File: src/rtl/coherence_ctrl.sv
// Two-core snooping coherence controller.
// One transaction at a time: IDLE grants a single core, snoops the other core
// when the request is a data read or an ownership request, then serves the
// word from the dirty peer cache or from memory. Data requests take priority
// over instruction fetches, and each class has its own round-robin pointer.
// Outputs are decoded combinationally from the registered state. A
// transaction is abandoned the moment nRST falls, because the state register
// resets asynchronously.
module coherence_ctrl (
   input  logic             CLK,
   input  logic             nRST,
   input  logic [1:0]       iREN,
   input  logic [1:0][31:0] iaddr,
   input  logic [1:0]       dREN,
   input  logic [1:0]       dWEN,
   input  logic [1:0][31:0] daddr,
   input  logic [1:0][31:0] dstore,
   input  logic [1:0]       cctrans,
   input  logic [1:0]       ccwrite,
   output logic [1:0]       iwait,
   output logic [1:0]       dwait,
   output logic [1:0][31:0] iload,
   output logic [1:0][31:0] dload,
   output logic [1:0]       ccwait,
   output logic [1:0]       ccinv,
   output logic [1:0][31:0] ccsnoopaddr,
   output logic             ramREN,
   output logic             ramWEN,
   output logic [31:0]      ramaddr,
   output logic [31:0]      ramstore,
   input  logic [31:0]      ramload,
   input  logic             ram_ready
);

   typedef enum logic [3:0] {
      IDLE, SNOOP, C2C0, C2C1, MEM0, MEM1, UPGR, DWR, IFETCH
   } state_t;

   state_t     state_q, state_d;
   logic       r_q, r_d;         // requester latched at grant
   logic       inv_q, inv_d;     // invalidate the snooper for this transaction
   logic       dptr_q, dptr_d;   // round-robin pointer, data class
   logic       iptr_q, iptr_d;   // round-robin pointer, instruction class
   logic       s_w;              // snooper is always the other core
   logic [1:0] dreq_w;
   logic       live_w;           // requester still holds its data request

   assign s_w    = ~r_q;
   assign dreq_w = dREN | dWEN | cctrans;
   assign live_w = dreq_w[r_q];

   // State, grant and pointer registers; reset abandons any transaction.
   always_ff @(posedge CLK or negedge nRST) begin
      if (!nRST) begin
         state_q <= IDLE;
         r_q     <= 1'b0;
         inv_q   <= 1'b0;
         dptr_q  <= 1'b0;
         iptr_q  <= 1'b0;
      end else begin
         state_q <= state_d;
         r_q     <= r_d;
         inv_q   <= inv_d;
         dptr_q  <= dptr_d;
         iptr_q  <= iptr_d;
      end
   end

   // Arbitration, next state and all outputs for the current state.
   always_comb begin
      state_d     = state_q;
      r_d         = r_q;
      inv_d       = inv_q;
      dptr_d      = dptr_q;
      iptr_d      = iptr_q;
      iwait       = 2'b11;
      dwait       = 2'b11;
      iload       = '0;
      dload       = '0;
      ccwait      = 2'b00;
      ccinv       = 2'b00;
      ccsnoopaddr = '0;
      ramREN      = 1'b0;
      ramWEN      = 1'b0;
      ramaddr     = '0;
      ramstore    = '0;

      // The snoop command stays up from SNOOP until the return to IDLE, so
      // the peer cache sees a constant request for the whole transaction.
      if (state_q inside {SNOOP, C2C0, C2C1, MEM0, MEM1, UPGR}) begin
         ccwait[s_w]      = 1'b1;
         ccinv[s_w]       = inv_q;
         ccsnoopaddr[s_w] = daddr[r_q];
      end

      case (state_q)
         IDLE: begin
            // The grant cycle itself completes nothing.
            if (|dreq_w) begin
               r_d    = (dreq_w == 2'b11) ? dptr_q : dreq_w[1];
               dptr_d = ~r_d;
               inv_d  = cctrans[r_d];
               state_d = dWEN[r_d] ? DWR : SNOOP;
            end else if (|iREN) begin
               r_d     = (iREN == 2'b11) ? iptr_q : iREN[1];
               iptr_d  = ~r_d;
               state_d = IFETCH;
            end
         end
         SNOOP: begin
            if (!live_w)               state_d = IDLE;
            else if (!dREN[r_q])       state_d = UPGR;
            else if (ccwrite[s_w])     state_d = C2C0;
            else                       state_d = MEM0;
         end
         UPGR: begin
            state_d = IDLE;
            if (live_w) dwait[r_q] = 1'b0;
         end
         C2C0, C2C1: begin
            // The dirty word goes to the requester and is written back at once.
            ramWEN      = 1'b1;
            ramaddr     = daddr[r_q];
            ramstore    = dstore[s_w];
            dload[r_q]  = dstore[s_w];
            if (!live_w) state_d = IDLE;
            else if (ram_ready) begin
               dwait   = 2'b00;
               state_d = (state_q == C2C0) ? C2C1 : IDLE;
            end
         end
         MEM0, MEM1: begin
            ramREN     = 1'b1;
            ramaddr    = daddr[r_q];
            dload[r_q] = ramload;
            if (!live_w) state_d = IDLE;
            else if (ram_ready) begin
               dwait[r_q] = 1'b0;
               state_d    = (state_q == MEM0) ? MEM1 : IDLE;
            end
         end
         DWR: begin
            ramWEN   = 1'b1;
            ramaddr  = daddr[r_q];
            ramstore = dstore[r_q];
            if (!live_w) state_d = IDLE;
            else if (ram_ready) begin
               dwait[r_q] = 1'b0;
               state_d    = IDLE;
            end
         end
         IFETCH: begin
            ramREN     = 1'b1;
            ramaddr    = iaddr[r_q];
            iload[r_q] = ramload;
            if (ram_ready) begin
               iwait[r_q] = 1'b0;
               state_d    = IDLE;
            end
         end
         default: state_d = IDLE;
      endcase
   end

endmodule

File: config.mk
export PLATFORM = sky130hd
export DESIGN_NAME = coherence_ctrl
export DESIGN_NICKNAME = d
export VERILOG_FILES = /design/src/rtl/coherence_ctrl.sv
export SDC_FILE = /design/constraint.sdc
export NUM_CORES = 1
export LEC_CHECK = 0
export ABC_AREA = 1
export CORE_AREA = 5 5 195 197
export CTS_CLUSTER_SIZE = 14
export DETAILED_ROUTE_END_ITERATION = 10
export DIE_AREA = 0 0 200 202
export PLACE_DENSITY_LB_ADDON = 0.1
export SKIP_CTS_REPAIR_TIMING = 1
export SYNTH_ARGS = -nofsm -noshare
export SYNTH_HDL_FRONTEND = slang
export SYNTH_SLANG_ARGS = --single-unit
File: constraint.sdc
create_clock -name CLK -period 2 [get_ports CLK]
set_input_delay 0.4 -clock CLK [delete_from_list [all_inputs] [get_ports CLK]]
set_output_delay 0.4 -clock CLK [all_outputs]
set_load 0.01 [all_outputs]
; ---- Word-level counts from Yosys, hierarchy flattened
; Cells that the tools add are included.
[totals]
ff_bits = 8
elab_cells = 112
[classes]
order_cmp = 5
eq_ne = 13
mux = 61
n_bitwise = 11
n_reduce_logical = 17
[op_table]
columns = cell, count
row1 = $mux W32, 10
row2 = $and A64 B64 Y64, 3
row3 = $mux W64, 2
row4 = $pmux W32 S2, 2
row5 = $pmux W64 S2, 1
row6 = $demux W32 S1, 2
row7 = $mux W4, 8
row8 = $pmux W4 S6, 1
row9 = $mux W1, 18
row10 = $mux W2, 9
row11 = $eq A4 B3 Y1 const B, 4
row12 = $mux W3, 5
row13 = $ne A3 B3 Y1 const B, 3
row14 = $reduce_or A3 Y1, 3
row15 = $eq A4 B2 Y1 const B, 2
row16 = $reduce_or A2 Y1, 4
row17 = $lt A1 B2 Y1 const B, 3
row18 = $pmux W2 S3, 1
row19 = $reduce_and A3 Y1, 2
row20 = $reduce_bool A6 Y1, 1
row21 = $reduce_or A5 Y1, 1
row22 = $eq A2 B2 Y1 const B, 2
row23 = $eq A4 B1 Y1 const B, 1
row24 = $eq A4 B4 Y1 const B, 1
row25 = 10 further kinds, 18

; ---- Longest topological paths before layout
[depth]
depth_word = 9
mapped_depth = 12
ltp_nobuf = 11

; ---- Worst setup path after synthesis
; Ideal clock, no wire load.
[synth_timing]
kind = reg-to-output
startpoint = register state_q[1]
endpoint = output iload[34] (netlist name)
arrival_ps = 1421
path_slack_ps = 179
path_stages_with_launch = 8
n_path_buf = 2
path_cell_list = dfrtp_1 > nor2_2 > inv_2 > nor3_4 > inv_2 > buf_2 > buf_2 > nor2_1
[synth_rtl]
columns = item, line
row1 = start: declaration, 39  ; state_t state_q, state_d;
row2 = start signal: assignment, 61  ; state_q <= state_d;
row3 = end: declaration, 22  ; output logic [1:0][31:0] iload,

; ---- Final worst setup path
[layout_timing]
startpoint = register state_q[1]
endpoint = output ramaddr[26]
[layout_between]
elab_chain_cells = 3
elab_cells_between_ends = 8
cone_classes = 6 x eq/ne / 1 x mux / 1 x reduce/logical
[layout_lines]
columns = item, line
row1 = $eq A4 B2 Y1 / $eq A4 B3 Y1 (equally long branches), 96  ; case (state_q)
row2 = $reduce_or A5 Y1 (no line), --
row3 = $pmux W32 S2 *, 96
row4 = end: declaration, 29  ; output logic [31:0] ramaddr,
; Mark *: on every way between the ends. The rest lies on a longest branch, timed or not.

==> impl_metrics.py <==
metrics = {
    "outcome": {
        "status": "finished, violations left",
        "violations": "setup timing",
    },
    "grt": {
        "grt_pass1_vias": 8316,
        "antenna_found_initial": 1,
        "grt_overflow": 0,
        "gr-usage-all-layers_pct": 16.9,
        "grt_pass1_wl_um": 53200,
        "grt_max_degree": 63,
    },
    "placed_design": {
        "dpl.hpwl_um": 30900,
        "numPortBuffers": 502,
        "post-place-cells": 1875,
        "routabilityCongestion": 0.864,
    },
    "critical_path": {
        "cp_max_fo": 15,
        "critPathLaunchType": "register",
        "r2r_cells": 10,
        "worstSetupPathType": "reg -> out",
        "critical_path.top_delay_family": "buffers and inverters",
        "critPathCaptureType": "output pin",
        "rrSetupSlack_ns": 0.30,
        "path_cells": "nor2_4 > inv_2 > nor3_4 > buf_4 > buf_6 > buf_12 > a22o_1 > clkbuf_2",
        "cp.required_ns": 1.60,
        "cpPeakStageDelay_ns": 0.46,
        "arrival_ns": 1.87,
        "crit-reg2reg-launch": "state_q[2]$_DFFE_PN0P_",
        "crit_buf_inv": 5,
        "critPathSlowestCell": "dfrtp_2",
        "worstReg2RegEnd": "state_q[2]$_DFFE_PN0P_",
    },
    "layout": {
        "drive_gt1_share_pct": 36.5,
        "postLayoutCoreUtil_pct": 34.4,
        "layout.nets": 1700,
        "fillCellCount": 3930,
        "area_delta_synth_final_pct": 176,
        "stdcell_count": 1931,
    },
    "sta": {
        "whs_ns": 0.466,
        "maxSlewViolCount": 0,
        "rsz0062_at_grt": "true",
        "tns_ns": -35.65,
        "max_freq_ghz": 0.441,
        "setup_viol": 258,
        "post-route-period-util_pct": 113,
        "worst_pin_slew_ns": 0.415,
        "hold_violations": 0,
        "skew_ns": 0.00368,
        "fin_ws_ns": -0.270,
        "slew_headroom_pct": 72.3,
        "period_needed_ns": 2.27,
    },
    "synth": {
        "synth-seq-cells": 8,
        "synth-compound-area-share_pct": 34.7,
        "synth_top_family_by_area": "simple AND/OR/NAND/NOR gates",
        "seq_area_frac_synth_pct": 4.46,
        "synth-adder-area-share_pct": 0,
        "yosysWarningCount": 0,
        "synth_area_um2": 4490,
        "synth_area_per_cell_um2": 5.42,
        "yosysUniqueCellTypes": 26,
        "synth_flop_cell": "dfrtp_1",
        "synth_cells": 828,
        "synth_edf_count": 0,
        "synthXorXnorAreaFrac_pct": 0,
        "muxShareOfSynthArea_pct": 0,
        "syn-num-nets": 1065,
        "synth-simple-area-share_pct": 39.8,
        "async_reset_ff_share_pct": 100,
    },
    "route": {
        "firstDrtPassIters": 6,
        "wl_um": 42500,
        "drtAntennaViolNets": 0,
        "drc_errors": 0,
        "drt_iter0_markers": 296,
        "wl_per_cell_um": 22.0,
        "vias": 8496,
        "viasPerCell": 4.40,
    },
    "clock_tree": {
        "cts.path.max_buffers": 2,
        "cts_tree": "done",
        "clockRootBuffer": "clkbuf_16",
        "cts_buffers": 3,
        "clk_transition_reported_paths_ns": 0.04,
        "cts_max_level": 1,
        "cts.sinks": 8,
        "clk_latency_ns": 0.23,
    },
    "die": {
        "coreArea_um2": 36100,
        "row_count": 70,
        "fp.dieH_um": 202,
        "die_w_um": 200,
        "dieArea_um2": 40400,
        "start_util_pct": 12.4,
        "ioPinCount": 503,
    },
    "run": {
        "cap_violations": 0,
    },
    "power": {
        "power.density_nw_per_um2": 1080,
        "total_leakage_power_nw": 7.06,
        "irDropWorstVdd_mv": 0.513,
    },
    "hold_path": {
        "hp-class": "in -> async",
    },
}
==> cell type report <==
class / instances / area [µm²] / area share [%]
Inverter: 151 / 587 / 4.73
Multi-Input combinational cell: 593 / 4050 / 32.7
Timing Repair Buffer: 706 / 6880 / 55.5
Antenna cell: 1 / 2.50 / 0.0202
Tap cell: 468 / 586 / 4.72
Sequential cell: 8 / 206 / 1.67
Clock buffer: 4 / 78.8 / 0.636
==> per-layer routing <==
metal | vias to the layer above | global-route usage [%] | share of wire [%]
met5 | - | 0 | 0.031
met4 | 2 | 2.57 | 1.5
met3 | 38 | 5.40 | 9.5
met2 | 383 | 31.5 | 51
met1 | 3978 | 18.8 | 38
li1 | 4095 | - | -
==> per-stage QoR <==
stage          power [W]  setup slack, ns  area, µm²
6_report          0.0134           -0.270      12400
4_1_cts           0.0121           -0.693      11300
3_5_place_dp      0.0117           -0.491      11200
2_1_floorplan    0.00491            0.179       4490
3_3_place_gp      0.0118           -0.481      11200
5_1_grt           0.0143           -0.368      12400
==> synth_stat cells, types with 3 or more instances <==
master / number / area (µm²)
nand2_1: 229 / 860
inv_1: 143 / 537
o31ai_1: 3 / 22.5
o211ai_1: 31 / 233
o32ai_1: 52 / 455
nand3_1: 10 / 50.1
o221ai_1: 31 / 272
nor3_1: 16 / 80.1
inv_2: 8 / 30.0
clkbuf_1: 14 / 52.6
nor2_1: 87 / 327
nor3_2: 40 / 400
dfrtp_1: 8 / 200
o22ai_1: 11 / 68.8
buf_6: 4 / 45.0
buf_2: 48 / 240
buf_1: 10 / 37.5
a22o_1: 32 / 280
nor2_2: 3 / 18.8
o21ai_0: 40 / 200
==> power by group <==
| part | total (W) | internal, W | switching (W) |
|---|---|---|---|
| clock | 0.000353 | 0.000266 | 0.0000869 |
| sequential | 0.000339 | 0.000239 | 0.0000992 |
| combinational | 0.0127 | 0.00589 | 0.00678 |
| total | 0.0134 | 0.00639 | 0.00697 |
==> sequential cells by signal, indices dropped and copies added (netlist names) <==
name	flops
dptr_q	1
inv_q	1
iptr_q	1
r_q	1
state_q	4
==> cells in the final DEF (no fill, tap or decap), types with 10 or more instances in the layout <==
| master | n |
|---|---|
| nor2_2 | 15 |
| clkdlybuf4s50_1 | 236 |
| clkbuf_16 | 21 |
| nor3_2 | 33 |
| o211ai_1 | 31 |
| buf_2 | 113 |
| a22o_1 | 32 |
| buf_6 | 36 |
| nand3_1 | 10 |
| nor3_4 | 20 |
| o221ai_2 | 15 |
| buf_12 | 31 |
| o21ai_0 | 32 |
| o32ai_2 | 13 |
| nor2_4 | 12 |
| o32ai_1 | 32 |
| buf_4 | 152 |
| o221ai_1 | 15 |
| clkbuf_2 | 30 |
| inv_1 | 141 |
| dlymetal6s2s_1 | 80 |
| nor2_1 | 65 |
| nand2_1 | 223 |
==> worst max-delay path by stage <==
stage | end | from | slack, ns | cells after the start
final | ramaddr[26] | state_q[1]$_DFFE_PN0P_ | -0.27 | 8
after global routing | ramaddr[26] | state_q[0]$_DFFE_PN0P_ | -0.37 | 8
after CTS | ramaddr[2] | r_q$_DFFE_PN0P_ | -0.69 | 5
after detailed placement | ramaddr[1] | daddr[1] | -0.49 | 6
after global placement | ramaddr[1] | daddr[1] | -0.48 | 6
after floorplan | iload[34] | state_q[1]$_DFFE_PN0P_ | 0.18 | 7
==> cells by family after synthesis <==
group           count (synthesis)
flops                           8
buf+inv                       227
compound gates                203
simple gates                  390
No activity file was read; power rests on OpenSTA's default activity.
